`src/rtl/video_fetch.sv`:
```
// Screen RAM arbiter: fetches a bitmap/attribute byte pair for the video stage on every
// bitmap address change and serves CPU reads/writes in the remaining RAM cycles.
module video_fetch #(
    parameter int AW = 13,
    parameter int DW = 8
) (
    input  logic          clk,
    input  logic          n_reset,
    input  logic [AW-1:0] vid_addr,
    input  logic [AW-1:0] vid_attr_addr,
    output logic [DW-1:0] vid_data,
    output logic [DW-1:0] vid_attr,
    input  logic          cpu_req,
    input  logic          cpu_we,
    input  logic [AW-1:0] cpu_addr,
    input  logic [DW-1:0] cpu_wdata,
    output logic [DW-1:0] cpu_rdata,
    output logic          cpu_ack,
    output logic [AW-1:0] ram_addr,
    output logic          ram_we,
    output logic [DW-1:0] ram_wdata,
    input  logic [DW-1:0] ram_rdata
);

    typedef enum logic [2:0] {
        IDLE,
        V_PIX,
        V_ATTR,
        V_COMMIT,
        C_ACC,
        C_CAP,
        C_DONE
    } state_t;

    state_t        state_q, state_d;
    logic [AW-1:0] tag_q, tag_d;
    logic          tag_valid_q, tag_valid_d;
    logic [AW-1:0] attr_addr_q, attr_addr_d;
    logic [DW-1:0] pix_buf_q, pix_buf_d;
    logic [DW-1:0] vid_data_q, vid_data_d;
    logic [DW-1:0] vid_attr_q, vid_attr_d;
    logic [DW-1:0] cpu_rdata_q, cpu_rdata_d;
    logic          cpu_ack_q, cpu_ack_d;
    logic [AW-1:0] ram_addr_q, ram_addr_d;
    logic          ram_we_q, ram_we_d;
    logic [DW-1:0] ram_wdata_q, ram_wdata_d;
    logic          fetch_needed;

    // A fetch in flight always finishes with its own tag; a newer address is caught back in IDLE.
    assign fetch_needed = !tag_valid_q || (vid_addr != tag_q);

    always_comb begin
        state_d     = state_q;
        tag_d       = tag_q;
        tag_valid_d = tag_valid_q;
        attr_addr_d = attr_addr_q;
        pix_buf_d   = pix_buf_q;
        vid_data_d  = vid_data_q;
        vid_attr_d  = vid_attr_q;
        cpu_rdata_d = cpu_rdata_q;
        cpu_ack_d   = cpu_ack_q;
        ram_addr_d  = ram_addr_q;
        ram_we_d    = ram_we_q;
        ram_wdata_d = ram_wdata_q;
        case (state_q)
            IDLE: begin
                if (fetch_needed) begin
                    tag_d       = vid_addr;
                    tag_valid_d = 1'b1;
                    attr_addr_d = vid_attr_addr;
                    ram_addr_d  = vid_addr;
                    ram_we_d    = 1'b0;
                    state_d     = V_PIX;
                end else if (cpu_req && !cpu_ack_q) begin
                    ram_addr_d  = cpu_addr;
                    ram_we_d    = cpu_we;
                    ram_wdata_d = cpu_wdata;
                    state_d     = C_ACC;
                end
            end
            V_PIX: begin
                ram_addr_d = attr_addr_q;
                state_d    = V_ATTR;
            end
            V_ATTR: begin
                pix_buf_d = ram_rdata;
                state_d   = V_COMMIT;
            end
            // Bitmap and attribute land on the same edge so the video stage never sees a mixed pair.
            V_COMMIT: begin
                vid_data_d = pix_buf_q;
                vid_attr_d = ram_rdata;
                state_d    = IDLE;
            end
            C_ACC: begin
                ram_we_d = 1'b0;
                state_d  = C_CAP;
            end
            C_CAP: begin
                cpu_rdata_d = ram_rdata;
                cpu_ack_d   = 1'b1;
                state_d     = C_DONE;
            end
            C_DONE: begin
                cpu_ack_d = 1'b0;
                state_d   = IDLE;
            end
            default: state_d = IDLE;
        endcase
    end

    always_ff @(posedge clk or negedge n_reset) begin
        if (!n_reset) begin
            state_q     <= IDLE;
            tag_q       <= '0;
            tag_valid_q <= 1'b0;
            attr_addr_q <= '0;
            pix_buf_q   <= '0;
            vid_data_q  <= '0;
            vid_attr_q  <= '0;
            cpu_rdata_q <= '0;
            cpu_ack_q   <= 1'b0;
            ram_addr_q  <= '0;
            ram_we_q    <= 1'b0;
            ram_wdata_q <= '0;
        end else begin
            state_q     <= state_d;
            tag_q       <= tag_d;
            tag_valid_q <= tag_valid_d;
            attr_addr_q <= attr_addr_d;
            pix_buf_q   <= pix_buf_d;
            vid_data_q  <= vid_data_d;
            vid_attr_q  <= vid_attr_d;
            cpu_rdata_q <= cpu_rdata_d;
            cpu_ack_q   <= cpu_ack_d;
            ram_addr_q  <= ram_addr_d;
            ram_we_q    <= ram_we_d;
            ram_wdata_q <= ram_wdata_d;
        end
    end

    assign vid_data  = vid_data_q;
    assign vid_attr  = vid_attr_q;
    assign cpu_rdata = cpu_rdata_q;
    assign cpu_ack   = cpu_ack_q;
    assign ram_addr  = ram_addr_q;
    assign ram_we    = ram_we_q;
    assign ram_wdata = ram_wdata_q;

endmodule

```
`config.mk`:
```
export PLATFORM = sky130hd
export DESIGN_NAME = video_fetch
export DESIGN_NICKNAME = d
export VERILOG_FILES = /design/src/rtl/video_fetch.sv
export SDC_FILE = /design/constraint.sdc
export NUM_CORES = 1
export LEC_CHECK = 0
export BUFFER_PORTS_ARGS = -buffer_cell sky130_fd_sc_hd__buf_2
export CAP_MARGIN = 0
export CORE_UTILIZATION = 34
export DETAILED_ROUTE_END_ITERATION = 10
export PLACE_DENSITY = 0.58
export SLEW_MARGIN = 20
export SYNTH_ARGS = -nofsm -noshare
export SYNTH_HDL_FRONTEND = slang
export SYNTH_SLANG_ARGS = --single-unit
```
`constraint.sdc`:
```
create_clock -name clk -period 2 [get_ports clk]
set_input_delay 0.5 -clock clk [delete_from_list [all_inputs] [get_ports clk]]
set_output_delay 0.5 -clock clk [all_outputs]
set_load 0.01 [all_outputs]
```
# Word level (Yosys, flattened, before mapping)
# Cells that the tools add are included.
# totals
ff_bits	85
latchBits	0
ram_bits	0
mem_bits_ro	0
inputBits	59
output_inout_bits	47
elab_cells	43
memories	0
# classes
addsub	0
multipliers	0
div_mod_pow	0
order_cmp	0
n_eq_ne	8
shifts	0
muxes	10
bitwise	1
reduce_logical	12
# ops
cell	count
13-bit 2-to-1 mux	2
13-bit case mux with 2 select lines	1
3-bit case mux with 5 select lines	1
13-bit != test	1
3-bit equality test, second input constant	3
3-bit by 2-bit equality test with 1-bit output, second input constant	2
3-bit 2-to-1 mux	2
2-bit AND reduction	3
2-bit nonzero test	3
1-bit case mux with 2 select lines	2
3-bit by 1-bit equality test with 1-bit output, second input constant	1
3-bit zero test	1
3-bit != test, second input constant	1
3-bit AND reduction	1
1-bit zero test	2
1-bit 2-to-1 mux	2
1-bit logical AND	1
1-bit logical OR	1
1-bit NOT	1

# Longest topological paths before layout
# depth
ltp_word	5
mapped_depth	9
ltp_nobuf	6

# Worst setup path after synthesis
# Ideal clock, no wire load.
# synth_path
path_kind	input port to flip-flop
from	input port vid_addr[9]
to	register attr_addr_q[10]
setup_ns	0.125
arrival_time_ns	1.834
required_time_ns	1.875
path_slack_ns	0.041
path_stages	7
path_buffers	1
cell_sequence	xnor2_1 -> nand2_1 -> nor4_4 -> nand2_4 -> nand2_8 -> buf_12 -> mux2_4
# synth_between
elab_chain_len	3
# synth_rtl
element	line	rtl
start, declared	9	input logic [AW-1:0] vid_addr,
13-bit != test	50	assign fetch_needed = !tag_valid_q || (vid_addr != tag_q);
1-bit logical OR	50	
2-bit AND reduction (no line)	--	
end signal, assigned	130	attr_addr_q <= attr_addr_d;
end, declared	38	logic [AW-1:0] attr_addr_q, attr_addr_d;
# No other way between the ends.
# A chain may end at the register's enable or synchronous reset.

# Final worst setup path
# layout_path
from	register tag_q[12]
to	register attr_addr_q[3]
# layout_between
elab_chain_len	3
# layout_rtl
element	line	rtl
start, declared	36	logic [AW-1:0] tag_q, tag_d;
start signal, assigned	128	tag_q <= tag_d;
13-bit != test	50	
1-bit logical OR	50	
2-bit AND reduction (no line)	--	
# No other way between the ends.

==> metrics.md <==
| Metric | Value |
|---|---|
| Status | finished clean |
| IO Port Bufs | 105 |
| Worst setup EP type | flip-flop |
| Cells along the critical path | xnor2_1 > nand4_1 > nor2_1 > nand2_4 > nand2_8 > mux2_2 |
| Commonest cells in the netlist | 85 x dfrtp_1, 46 x mux2_2, 17 x a21oi_1, 17 x mux2_4, 14 x mux2i_1 |
| Adder-cell share of the synthesized area | 0 |
| DRT Pass-1 Iters | 4 |
| Global-route wire length before repair | 13,480 um |
| Clock Tree Root | clkbuf_8 |
| DP Cell Count | 517 |
| Critical Path AT | about 2100 ps |
| CTS Buf Count | 9 |
| Layout Cells excl Fill | about 540 |
| Mapped Avg Cell Area | roughly 14 um2 |
| Worst path slowest cell | dfrtp_1 |
| Tmin final | between 1500 and 2000 ps |
| Max-slew violation count | 0 |
| Largest net degree at the start of global routing | 38 |
| Total Power | 4.414 mW |
| Area of the mapped netlist | 0.003687 mm2 |
| HP Class | in -> async |
| Count of distinct cell types in the synthesized netlist | 37 |
| Hold slack final | 97.69 ps |
| Part of the Yosys area used for sequential elements | 0.5769 |
| Post-Synthesis Cells | between 200 and 300 |
| Post-Synth XOR/XNOR Area | 0.02375 |
| Initial antenna violation count | 2 |
| Post-Synth Simple-Gate Area | 0.05124 |
| Family with the most delay on the worst path | simple AND/OR/NAND/NOR gates |
| Die Wd | 106.1 um |
| # IOs | 106 |
| Gr ovfl total | 0 |
| H-tree lvl count | 3 |
| Compound-cell area share of the yosys netlist | 0.06753 |
| CP Class | reg -> reg |
| # clock sinks | 85 |
| Dominant synthesized flop cell | dfrtp_1 |
| CTS clock-pin slew for the worst setup and hold paths | around 90 ps |
| Post-place instance area | around 0.0045 mm2 |
| Die height | 106.1 um |
| Multiplexer share of the synthesized area | 0.2477 |
| Rel. slew slack | 0.6840 |
| Gr usage total | 0.1554 |
| Achievable Freq | approximately 530 MHz |
| Top cells by area, synth | dfrtp_1 58%, mux2_2 14%, mux2_4 6.9%, mux2i_1 3.8%, xnor2_1 2.4% |
| Largest family of logic cells by synthesized area | multiplexers |
| Starting Density | 0.3540 |
| Routed length per instance | 15.47 um |
| Synth Register Bits | between 80 and 90 |
| Clk_lat worst skew | 350 ps |
| Vias in the first global route | approximately 2,700 |
| Antenna Nets Post-Route | 0 |
| CTS Hold Bufs | 0 |
| Critical Path RT | 2240 ps |
| CP Launch Type | flip-flop |
| Row cnt | 37 |
| Final setup fails | 0 |
| Place WS | -145.7 ps |
| Fin worst setup slack | 126.9 ps |
| Design area | approximately 0.0047 mm2 |
| Buf/Inv on CP | 0 |
| Initial DRC Count | 144 |
| Ys async rst share | 1.000 |
| Max VDD drop | about 0.46 mV |
| Layout cell share with drive strength beyond 1 | 0.5542 |
| Net count of the finished layout | 451 |
| Vias | 2,539 |
| Critical path's largest stage delay | 410 ps |
| Vias per inst | between 4 and 5 |
| Post-layout util | 0.4556 |
| CTS max path bufs | 2 |
| Die ar. | roughly 0.011 mm2 |
| RSZ-0062 raised after global routing | no |
| Fin crit share | 0.9366 |
| Synth area leader | dfrtp_1 |
| Setup TNS | 0 ps |
| TritonCTS clock tree | done |
| Hpwl dp | 5960 um |
| Drt total wl | 8275 um |
| Top cell type's share of synthesized area | 0.5769 |
| Max-cap violations | 0 |
| Core Footprint | 0.01042 mm2 |
| Slew @ Worst Pin | 474.1 ps |
| Final Hold Viols | 0 |
| EDFF count, synth | 0 |
| Routability Congestion | around 0.76 |
| Syn nets | between 300 and 400 |
| Leakage | 2.375 nW |
| Drt drc | 0 |
| P&R area growth vs syn | 28.71% |
| Top-count cell post-synth | dfrtp_1 |
| CP max FO | 26 |
| Pwr dens | 930.1 mW/mm2 |
| Clock skew | between 10 and 15 ps |
| Yosys warns | 0 |
-- where the power goes --
group          switching [mW]  internal [mW]  total [mW]
clock network           0.635          0.620        1.26
logic                   0.474          0.542        1.02
registers               0.151           1.99        2.14
-- cell families (layout without fill, tap and decap cells) --
logic type,after synthesis,after routing
simple gates,28,28
mux,77,77
buf+inv,19,156
xor+xnor,10,10
flops,85,85
other cells,0,2
compound gates,41,41
-- layer usage --
layer,routed length (um),global-route usage,part of all wire
met3,495,0.04353,0.060
met1,3662,0.1974,0.44
met2,4007,0.2523,0.48
met4,109,0.05655,0.013
met5,0,0,0
-- state kept, by name, indices dropped and copies added (netlist names) --
name and flops:
attr_addr_q 13, tag_valid_q 1, ram_we 1, ram_wdata 8
state_q 3, cpu_ack 1, ram_addr 13, cpu_rdata 8
vid_attr 8, pix_buf_q 8, tag_q 13, vid_data 8
-- cell usage in the layout (no fill, tap or decap), types with 2 or more instances in the layout --
| cell | instances |
|---|---|
| o21ai_0 | 3 |
| dfrtp_1 | 85 |
| mux2_2 | 46 |
| diode_2 | 2 |
| nor2_1 | 5 |
| nor3_1 | 2 |
| buf_2 | 104 |
| clkinvlp_4 | 2 |
| xnor2_1 | 9 |
| nand2b_1 | 2 |
| nand4_1 | 3 |
| nand2_1 | 5 |
| inv_1 | 7 |
| buf_4 | 27 |
| clkbuf_8 | 10 |
| mux2_4 | 17 |
| nand3_1 | 3 |
| clkinv_4 | 2 |
| o22ai_1 | 13 |
| mux2i_1 | 14 |
| a21oi_1 | 17 |
-- repair_timing --
action                                 in CTS  in global routing
resized for setup                           0                  3
endpoints found under the hold margin       0                  0
setup buffers                               0                  0
setup endpoints to repair                   0                 27
-- cell type report --
cell class / instances / area [um2]
repair buffers: 132 / 743.2
fillers: 1018 / 5670
multi-input cells: 156 / 1461
clock inverters: 6 / 71.32
diodes: 2 / 5.005
well taps: 136 / 170.2
clock buffers: 10 / 137.6
inverters: 8 / 30.03
flip-flops and latches: 85 / 2127
-- worst paths after layout --
| kind | startpoint | end | slack, ps | depth (start not counted) |
|---|---|---|---|---|
| max | tag_q[12] | attr_addr_q[3] | 130 | 6 |
| max in group asynchronous | n_reset | ram_wdata[0] | 1310 | 2 |
| min reg2reg | tag_valid_q | tag_valid_q | 490 | 1 |
| min in group clk | vid_attr_addr[8] | attr_addr_q[8] | 370 | 2 |
| min | n_reset | attr_addr_q[6] | 100 | 1 |
| max reg2reg | tag_q[12] | attr_addr_q[3] | 130 | 6 |
No activity file was read; power rests on OpenSTA's default activity.
